`src/rtl/spi_frame_tx.sv`:
```
// Mode-0 SPI frame transmitter: snapshots a DATA_W-bit word and shifts it out MSB-first
// over NB bytes under one slave-select window. Define SPI_FRAME_CRC_EN to append a CRC-8 trailer.
module spi_frame_tx #(
  parameter int DATA_W  = 14,
  parameter int CLK_DIV = 4,
  parameter int GAP_CYC = 0
) (
  input  logic                            clk,
  input  logic                            reset,
  input  logic [DATA_W-1:0]               in_data,
  input  logic                            in_valid,
  output logic                            in_ready,
  output logic [((DATA_W+7)/8)*8-1:0]     rx_data,
  output logic                            done,
  output logic                            crc_err,
  output logic                            busy,
  output logic                            sclk,
  output logic                            mosi,
  input  logic                            miso,
  output logic                            ss,
  output logic [2:0]                      dbg_state
);

  localparam int NB = (DATA_W + 7) / 8;
  localparam int PW = NB * 8;
`ifdef SPI_FRAME_CRC_EN
  localparam int NBYTES = NB + 1;
`else
  localparam int NBYTES = NB;
`endif
  localparam int FW = NBYTES * 8;
  localparam int CW = 16;
  localparam int BW = $clog2(NBYTES + 1);
  localparam logic [CW-1:0] DIV_LAST = CW'(CLK_DIV - 1);
  localparam logic [CW-1:0] GAP_LAST = CW'(GAP_CYC - 1);

  localparam logic [2:0] S_IDLE  = 3'd0;
  localparam logic [2:0] S_SETUP = 3'd1;
  localparam logic [2:0] S_SHIFT = 3'd2;
  localparam logic [2:0] S_GAP   = 3'd3;
  localparam logic [2:0] S_HOLD  = 3'd4;

  logic [2:0]    state_q, state_d;
  logic [CW-1:0] cnt_q, cnt_d;
  logic [2:0]    bit_q, bit_d;
  logic [BW-1:0] byte_q, byte_d;
  logic          sclk_q, sclk_d;
  logic [FW-1:0] tx_q, tx_d;
  logic [FW-1:0] rx_q, rx_d;
  logic [PW-1:0] rx_data_q, rx_data_d;
  logic          done_q, done_d;
  logic [PW-1:0] pay;
  logic [FW-1:0] load_frame;

  assign pay = PW'(in_data);

`ifdef SPI_FRAME_CRC_EN
  logic crc_err_q, crc_err_d;

  // Bit-serial CRC-8, poly 0x07, init 0, MSB first, no reflection or final XOR.
  function automatic logic [7:0] crc8(input logic [PW-1:0] msg);
    logic [7:0] c;
    c = 8'h00;
    for (int i = PW - 1; i >= 0; i--) begin
      if (c[7] ^ msg[i]) c = {c[6:0], 1'b0} ^ 8'h07;
      else               c = {c[6:0], 1'b0};
    end
    return c;
  endfunction

  assign load_frame = {pay, crc8(pay)};
  assign crc_err    = crc_err_q;
`else
  assign load_frame = pay;
  assign crc_err    = 1'b0;
`endif

  always_comb begin
    state_d   = state_q;
    cnt_d     = cnt_q;
    bit_d     = bit_q;
    byte_d    = byte_q;
    sclk_d    = sclk_q;
    tx_d      = tx_q;
    rx_d      = rx_q;
    rx_data_d = rx_data_q;
    done_d    = 1'b0;
`ifdef SPI_FRAME_CRC_EN
    crc_err_d = crc_err_q;
`endif
    case (state_q)
      S_IDLE: begin
        if (in_valid) begin
          state_d = S_SETUP;
          tx_d    = load_frame;
          byte_d  = BW'(NBYTES);
          cnt_d   = '0;
          bit_d   = '0;
        end
      end
      S_SETUP: begin
        if (cnt_q == DIV_LAST) begin
          state_d = S_SHIFT;
          cnt_d   = '0;
        end else begin
          cnt_d = cnt_q + CW'(1);
        end
      end
      S_SHIFT: begin
        if (cnt_q != DIV_LAST) begin
          cnt_d = cnt_q + CW'(1);
        end else begin
          cnt_d = '0;
          if (!sclk_q) begin
            // Rising edge: capture miso.
            sclk_d = 1'b1;
            rx_d   = {rx_q[FW-2:0], miso};
          end else begin
            // Falling edge: advance mosi and the bit/byte position.
            sclk_d = 1'b0;
            tx_d   = {tx_q[FW-2:0], 1'b0};
            bit_d  = bit_q + 3'd1;
            if (bit_q == 3'd7) begin
              byte_d = byte_q - BW'(1);
              if (byte_q == BW'(1))  state_d = S_HOLD;
              else if (GAP_CYC != 0) state_d = S_GAP;
            end
          end
        end
      end
      S_GAP: begin
        if (cnt_q == GAP_LAST) begin
          state_d = S_SHIFT;
          cnt_d   = '0;
        end else begin
          cnt_d = cnt_q + CW'(1);
        end
      end
      S_HOLD: begin
        if (cnt_q == DIV_LAST) begin
          state_d   = S_IDLE;
          cnt_d     = '0;
          done_d    = 1'b1;
          rx_data_d = rx_q[FW-1 -: PW];
`ifdef SPI_FRAME_CRC_EN
          crc_err_d = (crc8(rx_q[FW-1 -: PW]) != rx_q[7:0]);
`endif
        end else begin
          cnt_d = cnt_q + CW'(1);
        end
      end
      default: state_d = S_IDLE;
    endcase
  end

  always_ff @(posedge clk or negedge reset) begin
    if (!reset) begin
      state_q   <= S_IDLE;
      cnt_q     <= '0;
      bit_q     <= '0;
      byte_q    <= '0;
      sclk_q    <= 1'b0;
      tx_q      <= '0;
      rx_q      <= '0;
      rx_data_q <= '0;
      done_q    <= 1'b0;
    end else begin
      state_q   <= state_d;
      cnt_q     <= cnt_d;
      bit_q     <= bit_d;
      byte_q    <= byte_d;
      sclk_q    <= sclk_d;
      tx_q      <= tx_d;
      rx_q      <= rx_d;
      rx_data_q <= rx_data_d;
      done_q    <= done_d;
    end
  end

`ifdef SPI_FRAME_CRC_EN
  always_ff @(posedge clk or negedge reset) begin
    if (!reset) crc_err_q <= 1'b0;
    else        crc_err_q <= crc_err_d;
  end
`endif

  // Handshake: a word is taken on any clk edge where in_valid and in_ready are both high;
  // in_ready is high only in IDLE, so in_valid is ignored while a frame is in flight.
  assign in_ready  = (state_q == S_IDLE);
  assign busy      = (state_q != S_IDLE);
  assign ss        = (state_q == S_IDLE);
  assign sclk      = sclk_q;
  assign mosi      = (state_q != S_IDLE) & tx_q[FW-1];
  assign done      = done_q;
  assign rx_data   = rx_data_q;
  assign dbg_state = state_q;

endmodule

```
`config.mk`:
```
export PLATFORM = sky130hd
export DESIGN_NAME = spi_frame_tx
export DESIGN_NICKNAME = d
export VERILOG_FILES = /design/src/rtl/spi_frame_tx.sv
export SDC_FILE = /design/constraint.sdc
export NUM_CORES = 1
export LEC_CHECK = 0
export BUFFER_PORTS_ARGS = -buffer_cell sky130_fd_sc_hd__buf_2
export CAP_MARGIN = 20
export CORE_ASPECT_RATIO = 0.7
export CORE_MARGIN = 2
export CORE_UTILIZATION = 57
export DETAILED_ROUTE_END_ITERATION = 8
export HOLD_SLACK_MARGIN = 0.1
export PLACE_DENSITY = 0.79
export SYNTH_ARGS = -nofsm -noshare
export SYNTH_HDL_FRONTEND = slang
export SYNTH_SLANG_ARGS = --single-unit
```
`constraint.sdc`:
```
create_clock -name clk -period 3.1 [get_ports clk]
set_input_delay 0.155 -clock clk [delete_from_list [all_inputs] [get_ports clk]]
set_output_delay 0.155 -clock clk [all_outputs]
set_load 0.1 [all_outputs]
```
==> flow_summary.yaml <==
outcome:
  status: "completed"
timing:
  tightest_slew_ns: 0.846
  tns_ns: 0
  setup_slack_ns: 0.705
  period_needed_ns: 2.40
  max_freq_mhz: 417
  fin_crit_sh: 0.773
  rsz0062_at_grt: "no"
  slew_violations: 0
  setup_viol: 0
  max_slew_margin: 0.436
  hold_violations: 0
  fin_skew_ns: 0.00887
layout:
  drive_above_1_share: 0.291
  area.growth.synth_to_final_pct: 18.0
  mostFrequentLayoutCells: "dfrtp_1 (74), buf_2 (42), nand2_1 (39), mux2_2 (34), nor2_1 (25)"
  filler_cell_count: 424
  fin_cells: 446
  diodes: 0
  fin_nets: 388
  final_common_cell: "dfrtp_1"
global_routing:
  track_usage: 0.232
  grt_pass1_wl_mm: 11.4
  busiest_layer: "met2"
  grt.met3_usage: 0.0598
  gr-total-overflow: 0
  grt_start_max_net_pins: 45
  met2_usage: 0.343
  antenna_found_initial: 0
  grt_pass1_vias: 2315
  use_met1: 0.332
drt:
  wl_per_cell_um: 15.0
  avgViaCountPerCell: 5.55
  vias: 2475
  firstDrtPassIters: 4
  detail-route-antenna-nets: 0
  drt_wl_total_mm: 6.71
  drc: 0
  drtIter0Drc: 176
yosys:
  ys.warnings.count: 0
  ys_seq_area_frac: 0.547
  synth_enable_flop_cells: 0
  syn_nets: 328
  async_flop_share: 1.00
  synthFlopType: "dfrtp_1"
  avgSynthCellArea_um2: 11.1
  synth_seq_cells: 74
  netlist_area_mm2: 0.00339
  yosysUniqueCellTypes: 43
  synth_cells: 306
clock_network:
  numCtsBuffers: 9
  path_clk_slew_ns: 0.08
  cts_tree: "yes"
  cts_setup_buffers: 0
  cts.path.max_buffers: 2
  ctsResizeCount: 0
  cts.sinks: 74
  clk_latency_ns: 0.34
  postCtsHoldBufs: 16
  htree_levels: 3
  root_buffer: "clkbuf_8"
placed_design:
  gp_congestion: 0.830
  detailed_place_hpwl_mm: 4.23
  dp.cells: 414
  numPortBuffers: 42
  pre_cts_ws_ns: 0.725
setup_path:
  startpoint_type: "flop"
  endpoint_kind: "flop"
  critPathKind: "reg2reg"
  cp.buffers_inverters: 1
  crit_slowest_cell: "dfrtp_1"
  crit_chain: "ha_1 > nor4b_2 > nand4_2 > a2111oi_4 > buf_4 > nor2_1 > a31oi_1"
  cp.required_ns: 3.36
  critPathTopFamily: "simple AND/OR/NAND/NOR gates"
  cp_max_fo: 36
  crit_arrival_ns: 2.65
  critPathMaxStageDelay_ns: 0.41
hold_path:
  hold_class: "in2async"
power:
  leakagePower_nw: 1.95
  ir_drop_mv: 0.447
  power_density_mw_per_mm2: 437
die:
  core-area_mm2: 0.00573
  die-area_mm2: 0.00658
  die_y_um: 68.5
  initial_core_util: 0.591
  io_pins: 44
  die_w_um: 96.1
  row_count: 23
run:
  maxCapViolCount: 0
==> path summary, 6_finish.rpt <==
kind / from / end / slack, ns / cells past startpoint
min in group clk: in_valid / cnt_q[13]$_DFFE_PN0P_ / 0.41 / 5
max: cnt_q[0]$_DFFE_PN0P_ / tx_q[11]$_DFFE_PN0P_ / 0.70 / 7
min reg2reg: bit_q[0]$_DFFE_PN0P_ / bit_q[0]$_DFFE_PN0P_ / 0.48 / 1
max reg2reg: cnt_q[0]$_DFFE_PN0P_ / tx_q[11]$_DFFE_PN0P_ / 0.70 / 7
max in group asynchronous: reset / cnt_q[1]$_DFFE_PN0P_ / 1.71 / 3
min: reset / cnt_q[10]$_DFFE_PN0P_ / 0.38 / 2
==> registers in the layout, summed over array words and instances (netlist names) <==
register / cells
rx_data: 16
done: 1
bit_q: 3
tx_q: 16
sclk: 1
rx_q: 16
cnt_q: 16
byte_q: 2
dbg_state: 3
==> power by group <==
group	internal (W)	leakage (nW)	switching, W
Clock	0.000312	0.0847	0.000358
Sequential	0.000980	0.961	0.0000123
Combinational	0.0000354	0.909	0.0000485
Total	0.00133	1.95	0.000419
==> per-stage QoR <==
step / hold slack, ns / utilization / instance area (um2) / power [W]
after floorplan: -0.141 / - / 3400 / 0.00104
after global placement: 0.243 / 0.639 / 3660 / 0.00108
after detailed placement: 0.230 / 0.639 / 3660 / 0.00108
after CTS: 0.379 / 0.698 / 4000 / 0.00176
after global routing: 0.439 / 0.698 / 4000 / 0.00182
final: 0.379 / 0.698 / 4000 / 0.00175
==> final cells by class <==
type	instances	area (um2)	area share
inverters	10	37.5	0.00939
clock buffers	10	138	0.0344
clock inverters	6	41.3	0.0103
multi-input cells	208	1430	0.357
flip-flops and latches	74	1850	0.463
repair buffers	63	408	0.102
well taps	75	93.8	0.0235
==> worst reg2reg max path, stage by stage, from the launching register on <==
cell and delay, ns:
dfrtp_1 0.41, ha_1 0.25, nor4b_2 0.31, nand4_2 0.30, a2111oi_4 0.41, buf_4 0.36, nor2_1 0.10, a31oi_1 0.17
==> logic make-up (layout without fill, tap and decap cells) <==
logic type,after synthesis,in the layout,share of synthesized area
xor+xnor,9,9,0.0233
fa+ha+maj,4,4,0.0148
other cells,1,1,0.00111
buf+inv,24,89,0.0347
compound gates,49,49,0.0975
simple gates,109,109,0.163
mux,36,36,0.119
flops,74,74,0.547
==> synth_stat cells (5+ instances only) <==
cell type | number | area (um2)
inv_1 | 10 | 37.5
xor2_1 | 9 | 78.8
a21oi_1 | 6 | 30.0
dfrtp_1 | 74 | 1850
a31oi_1 | 14 | 87.6
nand2_1 | 39 | 146
nand3_1 | 10 | 50.1
nand4_1 | 8 | 50.1
clkbuf_1 | 5 | 18.8
nor2_1 | 27 | 101
mux2_2 | 34 | 383
o21ai_0 | 14 | 70.1
==> metal layers <==
layer	wire length, um	up-vias
met3	381	14
met1	3240	1176
met5	0	-
met2	2950	75
met4	138	0
li1	-	1210
Power figures use the tool's default switching activity.
